**config.mk**
```make
export PLATFORM = sky130hd
export DESIGN_NAME = ram_fifo_ctrl
export DESIGN_NICKNAME = d
export VERILOG_FILES = /design/src/rtl/mem_pkg.sv /design/src/rtl/fifo_out_stage.sv /design/src/rtl/ram_fifo_ctrl.sv
export SDC_FILE = /design/constraint.sdc
export NUM_CORES = 1
export LEC_CHECK = 0
export ABC_AREA = 1
export CAP_MARGIN = 20
export CORE_UTILIZATION = 49
export CTS_BUF_LIST = sky130_fd_sc_hd__clkbuf_8
export DETAILED_ROUTE_END_ITERATION = 8
export PLACE_DENSITY = 0.84
export SLEW_MARGIN = 40
export SYNTH_ARGS = -nofsm -noshare
export SYNTH_HDL_FRONTEND = slang
export SYNTH_SLANG_ARGS = --single-unit
```
**constraint.sdc**
```tcl
create_clock -name clk -period 4 [get_ports clk]
set_input_delay 0.4 -clock clk [delete_from_list [all_inputs] [get_ports clk]]
set_output_delay 0.4 -clock clk [all_outputs]
set_load 0.03 [all_outputs]
```
**src/rtl/mem_pkg.sv**
```systemverilog
// Shared types for the RAM-backed FIFO controller.
// Output-stage state encoding and the RAM read latency.
package mem_pkg;

  typedef enum logic [1:0] {
    EMPTY = 2'd0,
    ONE   = 2'd1,
    TWO   = 2'd2
  } stage_state_e;

  localparam int RAM_RD_LAT = 1;

endpackage

```
**src/rtl/fifo_out_stage.sv**
```systemverilog
// Two-entry output buffer fed by RAM read returns.
// Ports: capture/cap_data in, pop in, valid/head/stage_cnt out.
module fifo_out_stage
  import mem_pkg::*;
#(
  parameter int DATA_W = 32
) (
  input  logic              clk,
  input  logic              rst_n,
  input  logic              capture,
  input  logic [DATA_W-1:0] cap_data,
  input  logic              pop,
  output logic              valid,
  output logic [DATA_W-1:0] head,
  output logic [1:0]        stage_cnt
);

  stage_state_e      state_q;
  stage_state_e      state_d;
  logic [DATA_W-1:0] d0_q;
  logic [DATA_W-1:0] d1_q;
  logic [DATA_W-1:0] d0_d;
  logic [DATA_W-1:0] d1_d;

  always_comb begin
    state_d = state_q;
    d0_d    = d0_q;
    d1_d    = d1_q;
    unique case (state_q)
      EMPTY: begin
        if (capture) begin
          d0_d    = cap_data;
          state_d = ONE;
        end
      end
      ONE: begin
        unique case ({capture, pop})
          2'b10: begin
            d1_d    = cap_data;
            state_d = TWO;
          end
          2'b01: state_d = EMPTY;
          // Head leaves as the new word arrives
          2'b11: d0_d = cap_data;
          default: ;
        endcase
      end
      TWO: begin
        if (pop) begin
          d0_d = d1_q;
          if (capture) d1_d = cap_data;
          else state_d = ONE;
        end
      end
      default: state_d = EMPTY;
    endcase
  end

  always_ff @(posedge clk) begin
    if (!rst_n) begin
      state_q <= EMPTY;
      d0_q    <= '0;
      d1_q    <= '0;
    end else begin
      state_q <= state_d;
      d0_q    <= d0_d;
      d1_q    <= d1_d;
    end
  end

  assign valid     = (state_q != EMPTY);
  assign head      = d0_q;
  assign stage_cnt = {state_q == TWO,
                      state_q == ONE};

endmodule

```
**src/rtl/ram_fifo_ctrl.sv**
```systemverilog
// FIFO controller in front of a 1-cycle-latency SDP RAM.
// Ports: s_* input stream, m_* output stream, ram_* RAM side, count_o.
module ram_fifo_ctrl
  import mem_pkg::*;
#(
  parameter  int DATA_W = 32,
  parameter  int DEPTH  = 256,
  localparam int AW     = $clog2(DEPTH),
  localparam int CW     = AW + 2
) (
  input  logic              clk,
  input  logic              rst_n,
  input  logic              s_valid_i,
  output logic              s_ready_o,
  input  logic [DATA_W-1:0] s_data_i,
  output logic              m_valid_o,
  input  logic              m_ready_i,
  output logic [DATA_W-1:0] m_data_o,
  output logic [CW-1:0]     count_o,
  output logic              ram_wen_o,
  output logic [AW-1:0]     ram_waddr_o,
  output logic [DATA_W-1:0] ram_wdata_o,
  output logic              ram_ren_o,
  output logic [AW-1:0]     ram_raddr_o,
  input  logic [DATA_W-1:0] ram_rdata_i
);

  logic [AW-1:0] wptr_q;
  logic [AW-1:0] rptr_q;
  logic [AW:0]   ram_cnt_q;
  logic          rd_pend_q;
  logic [CW-1:0] count_q;
  logic [1:0]    stage_cnt;
  logic [2:0]    occ;
  logic          push;
  logic          pop;

  assign s_ready_o = rst_n &&
    (ram_cnt_q < (AW+1)'(DEPTH));
  assign push = s_valid_i && s_ready_o;
  assign pop  = m_valid_o && m_ready_i;

  // Stage words plus the read in flight
  assign occ = {1'b0, stage_cnt} +
               {2'b00, rd_pend_q};

  assign ram_ren_o = rst_n &&
    (ram_cnt_q != '0) &&
    (occ < (3'd2 + {2'b00, pop}));

  assign ram_wen_o   = push;
  assign ram_waddr_o = wptr_q;
  assign ram_wdata_o = s_data_i;
  assign ram_raddr_o = rptr_q;

  always_ff @(posedge clk) begin
    if (!rst_n) begin
      wptr_q    <= '0;
      rptr_q    <= '0;
      ram_cnt_q <= '0;
      rd_pend_q <= 1'b0;
      count_q   <= '0;
    end else begin
      if (push)      wptr_q <= wptr_q + AW'(1);
      if (ram_ren_o) rptr_q <= rptr_q + AW'(1);
      unique case ({push, ram_ren_o})
        2'b10:   ram_cnt_q <= ram_cnt_q + 1'b1;
        2'b01:   ram_cnt_q <= ram_cnt_q - 1'b1;
        default: ;
      endcase
      rd_pend_q <= ram_ren_o;
      // Total held only moves on the stream handshakes
      count_q <= count_q + CW'(push)
                         - CW'(pop);
    end
  end

  assign count_o = count_q;

  fifo_out_stage #(
    .DATA_W (DATA_W)
  ) u_stage (
    .clk       (clk),
    .rst_n     (rst_n),
    .capture   (rd_pend_q),
    .cap_data  (ram_rdata_i),
    .pop       (pop),
    .valid     (m_valid_o),
    .head      (m_data_o),
    .stage_cnt (stage_cnt)
  );

endmodule

```
After elaboration in Yosys (flattened, before gate mapping). Cells that the tools add are included.

Output and inout port bits: 94. Bits of input ports: 68. Logic and storage cells: 59. Register bits after elaboration: 102.

$lt $le $gt $ge: 2. $add $sub $neg: 8. Reduce and logical (&&, ||, !) cells: 14. Equality and inequality tests: 14. Multiplexer cells: 13.

Operators by type and width (number): 2-to-1 mux 32 bit (5); case mux 32 bit (3 select lines) (1); case mux 32 bit (2 select lines) (1); case mux 9 bit (2 select lines) (1); adder 8 x 1 -> 8 bit, second input constant (2); AND reduction 4 bit (3); adder 10 x 1 -> 10 bit (1); subtractor 10 x 1 -> 10 bit (1); adder 9 x 1 -> 9 bit, second input constant (1); < comparator 9 bit, second input constant (1); nonzero test 9 bit (1); subtractor 9 x 1 -> 9 bit, second input constant (1); == test 2 bit, second input constant (4); == test 2 x 1 -> 1 bit, second input constant (3); 2-to-1 mux 2 bit (3); inequality test 2 x 1 -> 1 bit, second input constant (3); inequality test 2 bit, second input constant (3); case mux 2 bit (3 select lines) (1); nonzero test 2 bit (3); logical AND 1 bit (5); case mux 2 bit (2 select lines) (1); adder 2 x 1 -> 3 bit (1); adder 2 x 1 -> 3 bit, first input constant (1); < comparator 3 bit (1); other kinds (3) (3).

Longest topological paths before layout. Gate-level depths: netlist of run 1.

Depth in word-level cells: 7. Mapped depth: 18. Gate-level depth less buffers: 17.

By module. Synthesis of run 1 repeated with hierarchy kept, for this count alone.

Cells, all modules: 942. Area total of the unflattened synthesis: 6059.6 sq um.

By module, submodules not included: fifo_out_stage (cells each 543, instances 1, area an instance 3427.0 sq um); ram_fifo_ctrl (cells each 399, instances 1, area an instance 2632.5 sq um).

Least setup slack after synthesis of run 1. No wires, ideal clock.

Path kind: register to register. Start: register u_stage.state_q[1]. End: register ram_cnt_q[7]. Arrival: 3.067 ns. Data required time: 3.891 ns. Period minus slack after synthesis: 3.176 ns. Path slack: 0.824 ns. Path buffers: 2. Stages on the path, launching flop included: 18. Path through: dfxtp_1 > inv_1 > nor2_1 > buf_2 > buf_2 > ha_1 > nand2_1 > nand2_1 > nor2_2 > ha_1 > ha_1 > a21oi_1 > o21a_1 > nand2_1 > nand2_1 > nand3_1 > nand2_1 > inv_1.

Cells in the longest elaborated chain, start to end: 7.

Ends and longest elaborated chain: start, declared (RTL line fifo_out_stage.sv:18) `stage_state_e state_q;`; start signal, assigned (RTL line fifo_out_stage.sv:65) `state_q <= state_d;`; nonzero test 2 bit (RTL line fifo_out_stage.sv:71) `assign valid = (state_q != EMPTY);`; logical AND 1 bit (RTL line ram_fifo_ctrl.sv:41) `assign pop = m_valid_o && m_ready_i;`; adder 2 x 1 -> 3 bit (RTL line ram_fifo_ctrl.sv:49) `(occ < (3'd2 + {2'b00, pop}));`; < comparator 3 bit (*) (RTL line ram_fifo_ctrl.sv:49); logical AND 1 bit (*) (RTL line ram_fifo_ctrl.sv:48) `(ram_cnt_q != '0) &&`; named net ram_ren_o (RTL line ram_fifo_ctrl.sv:23) `output logic ram_ren_o,`; == test 2 x 1 -> 1 bit or == test 2 bit (tied branches) (RTL line ram_fifo_ctrl.sv:66) `unique case ({push, ram_ren_o})`; case mux 9 bit (2 select lines) or nonzero test 2 bit (tied branches); end signal, assigned (RTL line ram_fifo_ctrl.sv:67) `2'b10: ram_cnt_q <= ram_cnt_q + 1'b1;`; end signal, assigned (RTL line ram_fifo_ctrl.sv:68) `2'b01: ram_cnt_q <= ram_cnt_q - 1'b1;`; end, declared (RTL line ram_fifo_ctrl.sv:30) `logic [AW:0] ram_cnt_q;`.

Mark *: on every way through the listed nets, which the timed path passes. The rest lies on a longest branch. A chain may end at the register's enable or synchronous reset.

Final worst setup path of run 1.
Start: register u_stage.state_q[1]. End: register ram_cnt_q[7].

Cells in the longest elaborated chain, start to end: 7.

Ends and longest elaborated chain (RTL line): nonzero test 2 bit (fifo_out_stage.sv:71); logical AND 1 bit (ram_fifo_ctrl.sv:41); adder 2 x 1 -> 3 bit (ram_fifo_ctrl.sv:49); < comparator 3 bit (*) (ram_fifo_ctrl.sv:49); logical AND 1 bit (*) (ram_fifo_ctrl.sv:48); == test 2 x 1 -> 1 bit or == test 2 bit (tied branches) (ram_fifo_ctrl.sv:66); case mux 9 bit (2 select lines) or nonzero test 2 bit (tied branches).

Every way passes the cells marked *; elsewhere a longest branch is shown, timed or not.

==> out/results.ini, run 1 <==
[power]
p_leak_nw=2.93
p_total_mw=5.13
ir_worst_vdd_mv=0.476
pwr_density_cell_nw_per_um2=824

[min_path]
hold-path-endpoint=u_stage.d1_q[0]$_SDFFE_PN0P_
min_path_cells=2
hp-start=u_stage.d1_q[0]$_SDFFE_PN0P_
min_path_type=reg2reg

[cells_and_area]
stdcell_area_um2=6230
final_core_util_pct=60.3
diodes=0
nFillCells=914
layout-drive-gt1-share_pct=4.38
syn_to_final_growth_pct=19.3
nets=863

[global_route]
track_usage_pct=21.6
antenna_found_initial=0
grt-ovfl-total=0
grt_max_degree=52
grt_pass1_wl_um=20000
grt_pass1_vias=4653

[worst_setup_path]
critical_path.max_stage_delay_ns=0.46
rrSetupSlack_ns=0.74
critical_path_buf_inv_count=2
path_cells=inv_1 > nand2_1 > nor2_1 > ha_1 > nand2_1 > nand2_1 > nor2_2 > ha_1 > ha_1 > a21oi_1 > nand2_1 > nand2_1 > nand2_1 > nand2_1 > nand3_1 > nand2_1 > inv_1
cp_max_fo=9
path_delay_family=simple AND/OR/NAND/NOR gates
r2r_cells=17
worstSetupStartpointType=flip-flop
critPathKind=reg2reg
rr_endpoint=ram_cnt_q[7]$_SDFFE_PN0P_
cp.arrival_ns=3.51
crit_path_end_kind=flip-flop
r2r_start=u_stage.state_q[1]$_SDFFE_PN0P_
cpMostUsedCell=nand2_1
slowest_stage=ha_1
cp.required_ns=4.25

[cts]
cts_setup_buffers=0
ctsHoldBuffers=0
h-tree-depth=3
cts_root_buffer=clkbuf_8
cts_sinks=102
cts_buffers=9
cts_buffer_depth=2
cts_tree=done
clkLatencyLatePin_ns=0.36
clkTransAtPathRegs_ns=0.10
cts.repair.resized=0

[synth]
syn_inst=722
ys.flop_type=dfxtp_1
synth.most_common_cell=nand2_1
yosysSeqAreaShare_pct=39.1
synth_top_area_share_pct=39.1
syn_nets=813
synth_seq_cells=102
syn_area_um2=5220
synthTopCellsByArea=dfxtp_1, nand2_1, nor2_1, o21ai_0, nand3_1
yosysWarnings=0
avgSynthCellArea_um2=7.23
synth_commonest_cells=nand2_1, nor2_1, dfxtp_1
ys_types=33
synthArstFlopShare_pct=0
synth_top_area_cell=dfxtp_1
synth-edff-count=0

[drt]
drt_iter0_drc=308
wl_per_cell_um=12.9
vias_per_cell=5.31
drt_pass1_iterations=6
postRouteAntennaNets=0
post-route-drc-count=0
via_count=4849
wl_um=11800

[timing]
whs_ns=0.451
hold_violations=0
finalCritPeriodShare_pct=81.5
tns_ns=0
max_freq_mhz=307
fin_crit_ns=3.26
skew_ns=0.0139
setup_viol=0
slew_violations=0
rsz0062_at_grt=false
maxSlewHeadroom_pct=58.7
worst_slew_pin_slew_ns=0.619

[placed_design]
port_buffers=97
postPlaceCellArea_um2=6010
dpl.hpwl_um=8190
gp_congestion=0.849

[run_status]
run_status=completed

[floorplan]
die_x_um=105
row_count=37
core_um2=10300
die_h_um=105
dieArea_um2=11100
io_pins=162
initial_core_util_pct=50.6

[run]
drv_cap=0

[layout make-up]
cell class / instances / area [µm²] / area share [%]
Clock buffer: 9 / 124 / 1.99
Multi-Input combinational cell: 491 / 2550 / 41.0
Clock inverter: 7 / 91.3 / 1.47
Timing Repair Buffer: 101 / 996 / 16.0
Inverter: 67 / 251 / 4.04
Sequential cell: 102 / 2040 / 32.8
Tap cell: 136 / 170 / 2.73
[state kept, by name, summed over array words and instances, names as in the netlist]
register,count
count_o,10
ram_cnt_q,9
ram_raddr_o,8
ram_waddr_o,8
rd_pend_q,1
u_stage.d1_q,32
u_stage.head,32
u_stage.state_q,2
[through the flow]
stage               worst slack (ns)  instances
floorplan                      0.824        722
global placement               0.788        897
detailed placement             0.624        897
CTS                            0.823        913
global route                   0.474        913
finish                         0.741        913
[per-layer routing]
layer | vias up | track usage (%) | part of all wire, %
met5 | - | 0 | 0
met4 | 0 | 7.44 | 2.1
met3 | 36 | 3.93 | 5.4
met2 | 194 | 39.0 | 49
met1 | 2210 | 25.6 | 44
li1 | 2409 | - | -
[worst max-delay path by stage]
stage / start / endpoint / cells past startpoint
finish: u_stage.state_q[1]$_SDFFE_PN0P_ / ram_cnt_q[7]$_SDFFE_PN0P_ / 17
global route: u_stage.state_q[1]$_SDFFE_PN0P_ / ram_cnt_q[5]$_SDFFE_PN0P_ / 17
CTS: u_stage.state_q[1]$_SDFFE_PN0P_ / ram_cnt_q[7]$_SDFFE_PN0P_ / 16
detailed placement: m_ready_i / ram_cnt_q[5]$_SDFFE_PN0P_ / 17
global placement: m_ready_i / ram_cnt_q[7]$_SDFFE_PN0P_ / 16
floorplan: u_stage.state_q[1]$_SDFFE_PN0P_ / ram_cnt_q[7]$_SDFFE_PN0P_ / 17
[placed cells by master (no fill, tap or decap), drive strengths merged, types with 4 or more instances in the layout]
cell type and n:
nand4 4, o211a 24, inv 69, nor2 119, xor2 8, clkbuf 9, nand3 58, dfxtp 102
nand2 137, clkdlybuf4s50 96, buf 5, a21oi 40, o21ai 63, ha 21
[worst reg2reg max path: cells and delay by family (launching register included)]
kind                     cells  cell delay [ns]
AND/OR/NAND/NOR             11             1.32
adder cells (fa/ha/maj)      3             1.10
flip-flops                   1             0.34
AO/OA/AOI/OAI                1             0.25
buffers and inverters        2             0.17
[where the power goes]
part / leakage [nW] / internal, mW / switching, mW
sequential: 0.839 / 1.37 / 0.246
combinational: 1.99 / 1.08 / 1.75
clock: 0.105 / 0.305 / 0.385
[kinds of logic (layout without fill, tap and decap cells)]
kind of cell / Yosys count / after routing / share of synthesized area (%)
buffers and inverters: 129 / 184 / 12.1
AOI/OAI and AO/OA: 134 / 134 / 15.5
adders and majority gates: 23 / 23 / 5.80
xor gates and xnor gates: 11 / 11 / 1.85
DFF: 102 / 102 / 39.1
and+or+nand+nor: 323 / 323 / 25.7
No activity file was read; power rests on OpenSTA's default activity.
==> run 2: changes to the inputs <==
Clock period 4 ns to 3.3 ns, I/O delays scaled along.
==> out/results.ini, run 2 (synthesized netlist as in run 1, its figures left out) <==
[global_route]
track_usage_pct=21.7  ; about the same
grt-ovfl-total=0  ; unchanged
grt_pass1_vias=4543  ; -2.4%
antenna_found_initial=0  ; unchanged
grt_max_degree=41  ; -21%
grt_pass1_wl_um=19900  ; -0.58%

[worst_setup_path]
crit_path_end_kind=flip-flop
cp.required_ns=3.56  ; -0.69 ns
cp.arrival_ns=3.15  ; -0.36 ns
slowest_stage=ha_1
critical_path.max_stage_delay_ns=0.40  ; -0.06 ns
cp_max_fo=9  ; unchanged
path_cells=inv_1 > nand2_1 > nor2_1 > ha_1 > nand2_1 > nand2_1 > nor2_2 > ha_1 > ha_1 > a21oi_1 > nand2_1 > nand3_1 > nand2_1 > nand2_1 > nand3_1 > nand2_1 > inv_1
worstSetupStartpointType=flip-flop
critPathKind=reg2reg
cpMostUsedCell=nand2_1

[timing]
max_freq_mhz=346  ; +13%
finalCritPeriodShare_pct=87.5  ; +6.0 points
layout_setup_ws_ns=0.414  ; -0.327 ns
setup_viol=0  ; unchanged
fin_crit_ns=2.89  ; -0.373 ns
worst_slew_pin_slew_ns=0.772  ; +0.154 ns
whs_ns=0.440  ; -0.0110 ns
maxSlewHeadroom_pct=48.5  ; -10 points
tns_ns=0  ; unchanged
skew_ns=0.0181  ; +0.00417 ns
slew_violations=0  ; unchanged
hold_violations=0  ; unchanged
rsz0062_at_grt=false

[run]
drv_cap=0  ; unchanged

[placed_design]
dpl_worst_slack_ns=0.256  ; -0.368 ns
dpl.hpwl_um=8370  ; +2.3%
gp_congestion=0.837  ; -1.4%
postPlaceCellArea_um2=6040  ; +0.50%
port_buffers=97  ; unchanged
dp_cells=901  ; +0.45%

[power]
p_leak_nw=2.94  ; +0.24%
ir_worst_vdd_mv=0.464  ; -2.6%
pwr_density_cell_nw_per_um2=979  ; +19%
p_total_mw=6.09  ; +19%

[run_status]
run_status=completed

[cts]
h-tree-depth=3  ; unchanged
cts_tree=done
clkLatencyLatePin_ns=0.36  ; about the same
cts.repair.resized=0  ; unchanged
cts_root_buffer=clkbuf_8
cts_buffer_depth=2  ; unchanged
cts_buffers=9  ; unchanged
ctsHoldBuffers=0  ; unchanged
clkTransAtPathRegs_ns=0.10  ; about the same
cts_setup_buffers=0  ; unchanged
cts_sinks=102  ; unchanged

[drt]
post-route-drc-count=0  ; unchanged
wl_per_cell_um=12.7  ; -1.1%
drt_pass1_iterations=7  ; +1
wl_um=11700  ; -0.70%
via_count=4774  ; -1.5%
postRouteAntennaNets=0  ; unchanged
vias_per_cell=5.21  ; -2.0%
drt_iter0_drc=196  ; -36%

[floorplan]
die_h_um=105  ; unchanged
die_x_um=105  ; unchanged
dieArea_um2=11100  ; unchanged
io_pins=162  ; unchanged
initial_core_util_pct=50.6  ; unchanged
row_count=37  ; unchanged
core_um2=10300  ; unchanged

[cells_and_area]
nets=867  ; +0.46%
final_core_util_pct=60.2  ; -0.073 points
diodes=0  ; unchanged
stdcell_area_um2=6220  ; -0.12%
final_cell_mix=nand2_1, nor2_1, dfxtp_1, clkdlybuf4s50_1, inv_1
mostFrequentLayoutCell=nand2_1
fin_cells=917  ; +0.44%
layout-drive-gt1-share_pct=4.61  ; +0.23 points
syn_to_final_growth_pct=19.2

[min_path]
min_path_type=in2reg

-- run 2: changes by cell type in the layout (fill, tap and decap cells not counted), sizes merged --
cell / previous run / this run
buf: 5 / 9
bufinv: 1 / 0
clkinv: 3 / 2
inv: 69 / 71
-- run 2: routing by layer --
layer  vias to the layer above  track usage, %  routed length, µm
met4                         0            7.44                144
met1                      2223            26.0               5230
met2                       121            39.1               5870
met3                        19            3.24                444
li1                       2411               -                  -
met5                         -               0                  0
-- run 2: path summary, 6_finish.rpt --
| path | start | end | slack [ns] | depth (start not counted) |
|---|---|---|---|---|
| hold reg to reg | u_stage.d1_q[0]$_SDFFE_PN0P_ | u_stage.d1_q[0]$_SDFFE_PN0P_ | 0.46 | 2 |
| setup reg to reg | u_stage.state_q[1]$_SDFFE_PN0P_ | ram_cnt_q[5]$_SDFFE_PN0P_ | 0.41 | 17 |
| hold / removal | rst_n | rd_pend_q$_SDFF_PN0_ | 0.44 | 3 |
| setup / recovery | u_stage.state_q[1]$_SDFFE_PN0P_ | ram_cnt_q[5]$_SDFFE_PN0P_ | 0.41 | 17 |
-- run 2: area by class of cell --
type,count,area (µm²)
Clock buffer,9,124
Sequential cell,102,2040
Tap cell,136,170
Multi-Input combinational cell,491,2550
Clock inverter,7,53.8
Inverter,67,251
Timing Repair Buffer,105,1030
Fill cell,918,4110
-- run 2: critical path: cells and delay by family (launching register included) --
family,cells,cell delay [ns]
and+or+nand+nor,11,1.06
adders and majority gates,3,1.02
DFF,1,0.34
AOI/OAI and AO/OA,1,0.21
buffers and inverters,2,0.16
-- run 2: power by group --
| group | switching (mW) | leakage, nW | internal (mW) |
|---|---|---|---|
| Combinational | 2.08 | 2.01 | 1.32 |
| Sequential | 0.299 | 0.839 | 1.66 |
| Clock | 0.446 | 0.0937 | 0.284 |
| Total | 2.82 | 2.94 | 3.27 |
==> run 3: changes to the inputs <==
Settings changed: CORE_UTILIZATION 49 to 44, PLACE_DENSITY 0.84 to 0.8.
Clock period 3.3 ns to 2.6 ns, I/O delays scaled along.
==> out/results.ini, run 3 (synthesized netlist as in run 1, its figures left out) <==
[cells_and_area]
layout-drive-gt1-share_pct=9.59  ; +5.0 points
diodes=0  ; unchanged
syn_to_final_growth_pct=25.6
nets=889  ; +2.5%
mostFrequentLayoutCell=nand2_1
final_cell_mix=nand2_1, nor2_1, dfxtp_1, clkdlybuf4s50_1, inv_1

[run_status]
run_status=completed

[min_path]
hp-start=rst_n
min_path_cells=4  ; +1
hold-path-endpoint=rd_pend_q$_SDFF_PN0_
min_path_type=in2reg

[timing]
slew_violations=0  ; unchanged
whs_ns=0.307  ; -0.133 ns
max_freq_mhz=412  ; +19%
hold_violations=0  ; unchanged
maxSlewHeadroom_pct=51.7  ; +3.2 points
fin_crit_ns=2.43  ; -0.460 ns
skew_ns=0.0134  ; -0.00469 ns
worst_slew_pin_slew_ns=0.725  ; -0.0475 ns
finalCritPeriodShare_pct=93.3  ; +5.9 points
setup_viol=0  ; unchanged
rsz0062_at_grt=false

[cts]
h-tree-depth=3  ; unchanged
cts_tree=done
clkLatencyLatePin_ns=0.39  ; +0.03 ns
cts_buffers=9  ; unchanged
cts_sinks=102  ; unchanged
cts_root_buffer=clkbuf_8
cts_buffer_depth=2  ; unchanged
clkTransAtPathRegs_ns=0.11  ; about the same
ctsHoldBuffers=0  ; unchanged

[worst_setup_path]
cp_max_fo=5  ; -4
slowest_stage=dfxtp_2
cp.arrival_ns=2.72  ; -0.43 ns
cpMostUsedCell=nand2_1
critPathKind=reg2reg
r2r_start=u_stage.state_q[1]$_SDFFE_PN0P_
worstSetupStartpointType=flip-flop
cp.required_ns=2.90  ; -0.66 ns
path_cells=inv_2 > nand2_1 > nor2_2 > ha_4 > nand2_4 > nand2_2 > nor2_4 > ha_4 > clkbuf_4 > ha_4 > a21oi_1 > o21a_1 > nand2_1 > nand2_1 > nand3_1 > nand2_1 > inv_1
critical_path.max_stage_delay_ns=0.34  ; -0.06 ns
path_delay_family=simple AND/OR/NAND/NOR gates
rrSetupSlack_ns=0.17  ; -0.24 ns
rr_endpoint=ram_cnt_q[7]$_SDFFE_PN0P_
crit_path_end_kind=flip-flop
r2r_cells=17  ; unchanged
critical_path_buf_inv_count=3  ; +1

[power]
p_leak_nw=3.06  ; +4.0%
ir_worst_vdd_mv=0.799  ; +72%
p_total_mw=8.32  ; +37%
pwr_density_cell_nw_per_um2=1270  ; +30%

[drt]
wl_um=11800  ; +0.80%
via_count=4784  ; +0.21%
post-route-drc-count=0  ; unchanged
wl_per_cell_um=12.4  ; -2.3%
drt_pass1_iterations=4  ; -3
postRouteAntennaNets=0  ; unchanged
drt_iter0_drc=239  ; +22%
vias_per_cell=5.06  ; -2.9%

[global_route]
grt_max_degree=79  ; +93%
antenna_found_initial=1  ; +1
grt_pass1_vias=4375  ; -3.7%
track_usage_pct=19.3  ; -2.3 points
grt-ovfl-total=0  ; unchanged
grt_pass1_wl_um=19800  ; -0.80%

[floorplan]
die_x_um=111  ; +5.4%
core_um2=11500  ; +11%
initial_core_util_pct=45.5  ; -5.0 points
io_pins=162  ; unchanged
die_h_um=111  ; +5.4%
dieArea_um2=12300  ; +11%
row_count=39  ; +5.4%

[run]
drv_cap=0  ; unchanged

[placed_design]
dpl.hpwl_um=8100  ; -3.2%
port_buffers=97  ; unchanged
gp_congestion=0.816  ; -2.5%

run 3: changes by cell type in the layout (fill, tap and decap cells not counted), moves of 2 or more:
cell	change
a21oi_1	-3
a21oi_2	+3
buf_4	+22
clkinv_4	+2
dfxtp_1	-2
dfxtp_2	+2
ha_1	-8
ha_4	+8
inv_1	-2
nand2_1	-2
run 3: worst max-delay path by stage:
stage                                               start  slack, ns  cells after the start                         to
final                     u_stage.state_q[1]$_SDFFE_PN0P_       0.17                     17  ram_cnt_q[7]$_SDFFE_PN0P_
after global routing      u_stage.state_q[1]$_SDFFE_PN0P_       0.01                     17  ram_cnt_q[7]$_SDFFE_PN0P_
after detailed placement                        m_ready_i      -0.12                     17  ram_cnt_q[5]$_SDFFE_PN0P_
after global placement                          m_ready_i      -0.05                     17  ram_cnt_q[5]$_SDFFE_PN0P_
after CTS                 u_stage.state_q[0]$_SDFFE_PN0P_        0.1                     16  ram_cnt_q[5]$_SDFFE_PN0P_
after floorplan           u_stage.state_q[1]$_SDFFE_PN0P_      0.001                     18  ram_cnt_q[5]$_SDFFE_PN0P_
run 3: worst min-delay path, stage by stage:
cell     delay, ns
buf_2         0.14
o21ai_0       0.07
buf_4         0.14
nor2_1        0.04
run 3: cell type report:
type / instances / area [µm²]
Clock inverter: 7 / 87.6
Tap cell: 143 / 179
Fill cell: 1055 / 4910
Multi-Input combinational cell: 491 / 2680
Sequential cell: 102 / 2040
Timing Repair Buffer: 127 / 1190
Inverter: 67 / 251
Clock buffer: 9 / 124
run 3: per-layer routing:
layer  GRT usage (%)  part of all wire [%]  up-vias
met1            23.4                    46     2185
met5               0                  0.14        -
li1                -                     -     2462
met3            5.90                   6.2       14
met4            5.51                  0.98        2
met2            33.0                    46      121
run 3: power by group:
group          internal [mW]  switching (mW)
clock network          0.469           0.613
registers               2.11           0.398
logic                   2.00            2.73
total                   4.58            3.74
run 3: timing repair:
| action | 4_1_cts | 5_1_grt |
|---|---|---|
| endpoints found under the setup margin | 0 | 6 |
| buffers inserted | 0 | 5 |
| gates resized for setup | 0 | 2 |
run 3: per-stage QoR:
step | TNS (ns) | cells | setup slack, ns | area [µm²] | util [%]
floorplan | 0 | 722 | 0.00108 | 5360 | -
global placement | -0.0639 | 925 | -0.0476 | 6300 | 55.0
detailed placement | -0.377 | 925 | -0.119 | 6300 | 55.0
CTS | 0 | 941 | 0.0962 | 6510 | 56.8
global route | 0 | 946 | 0.0131 | 6560 | 57.2
finish | 0 | 946 | 0.173 | 6560 | 57.2
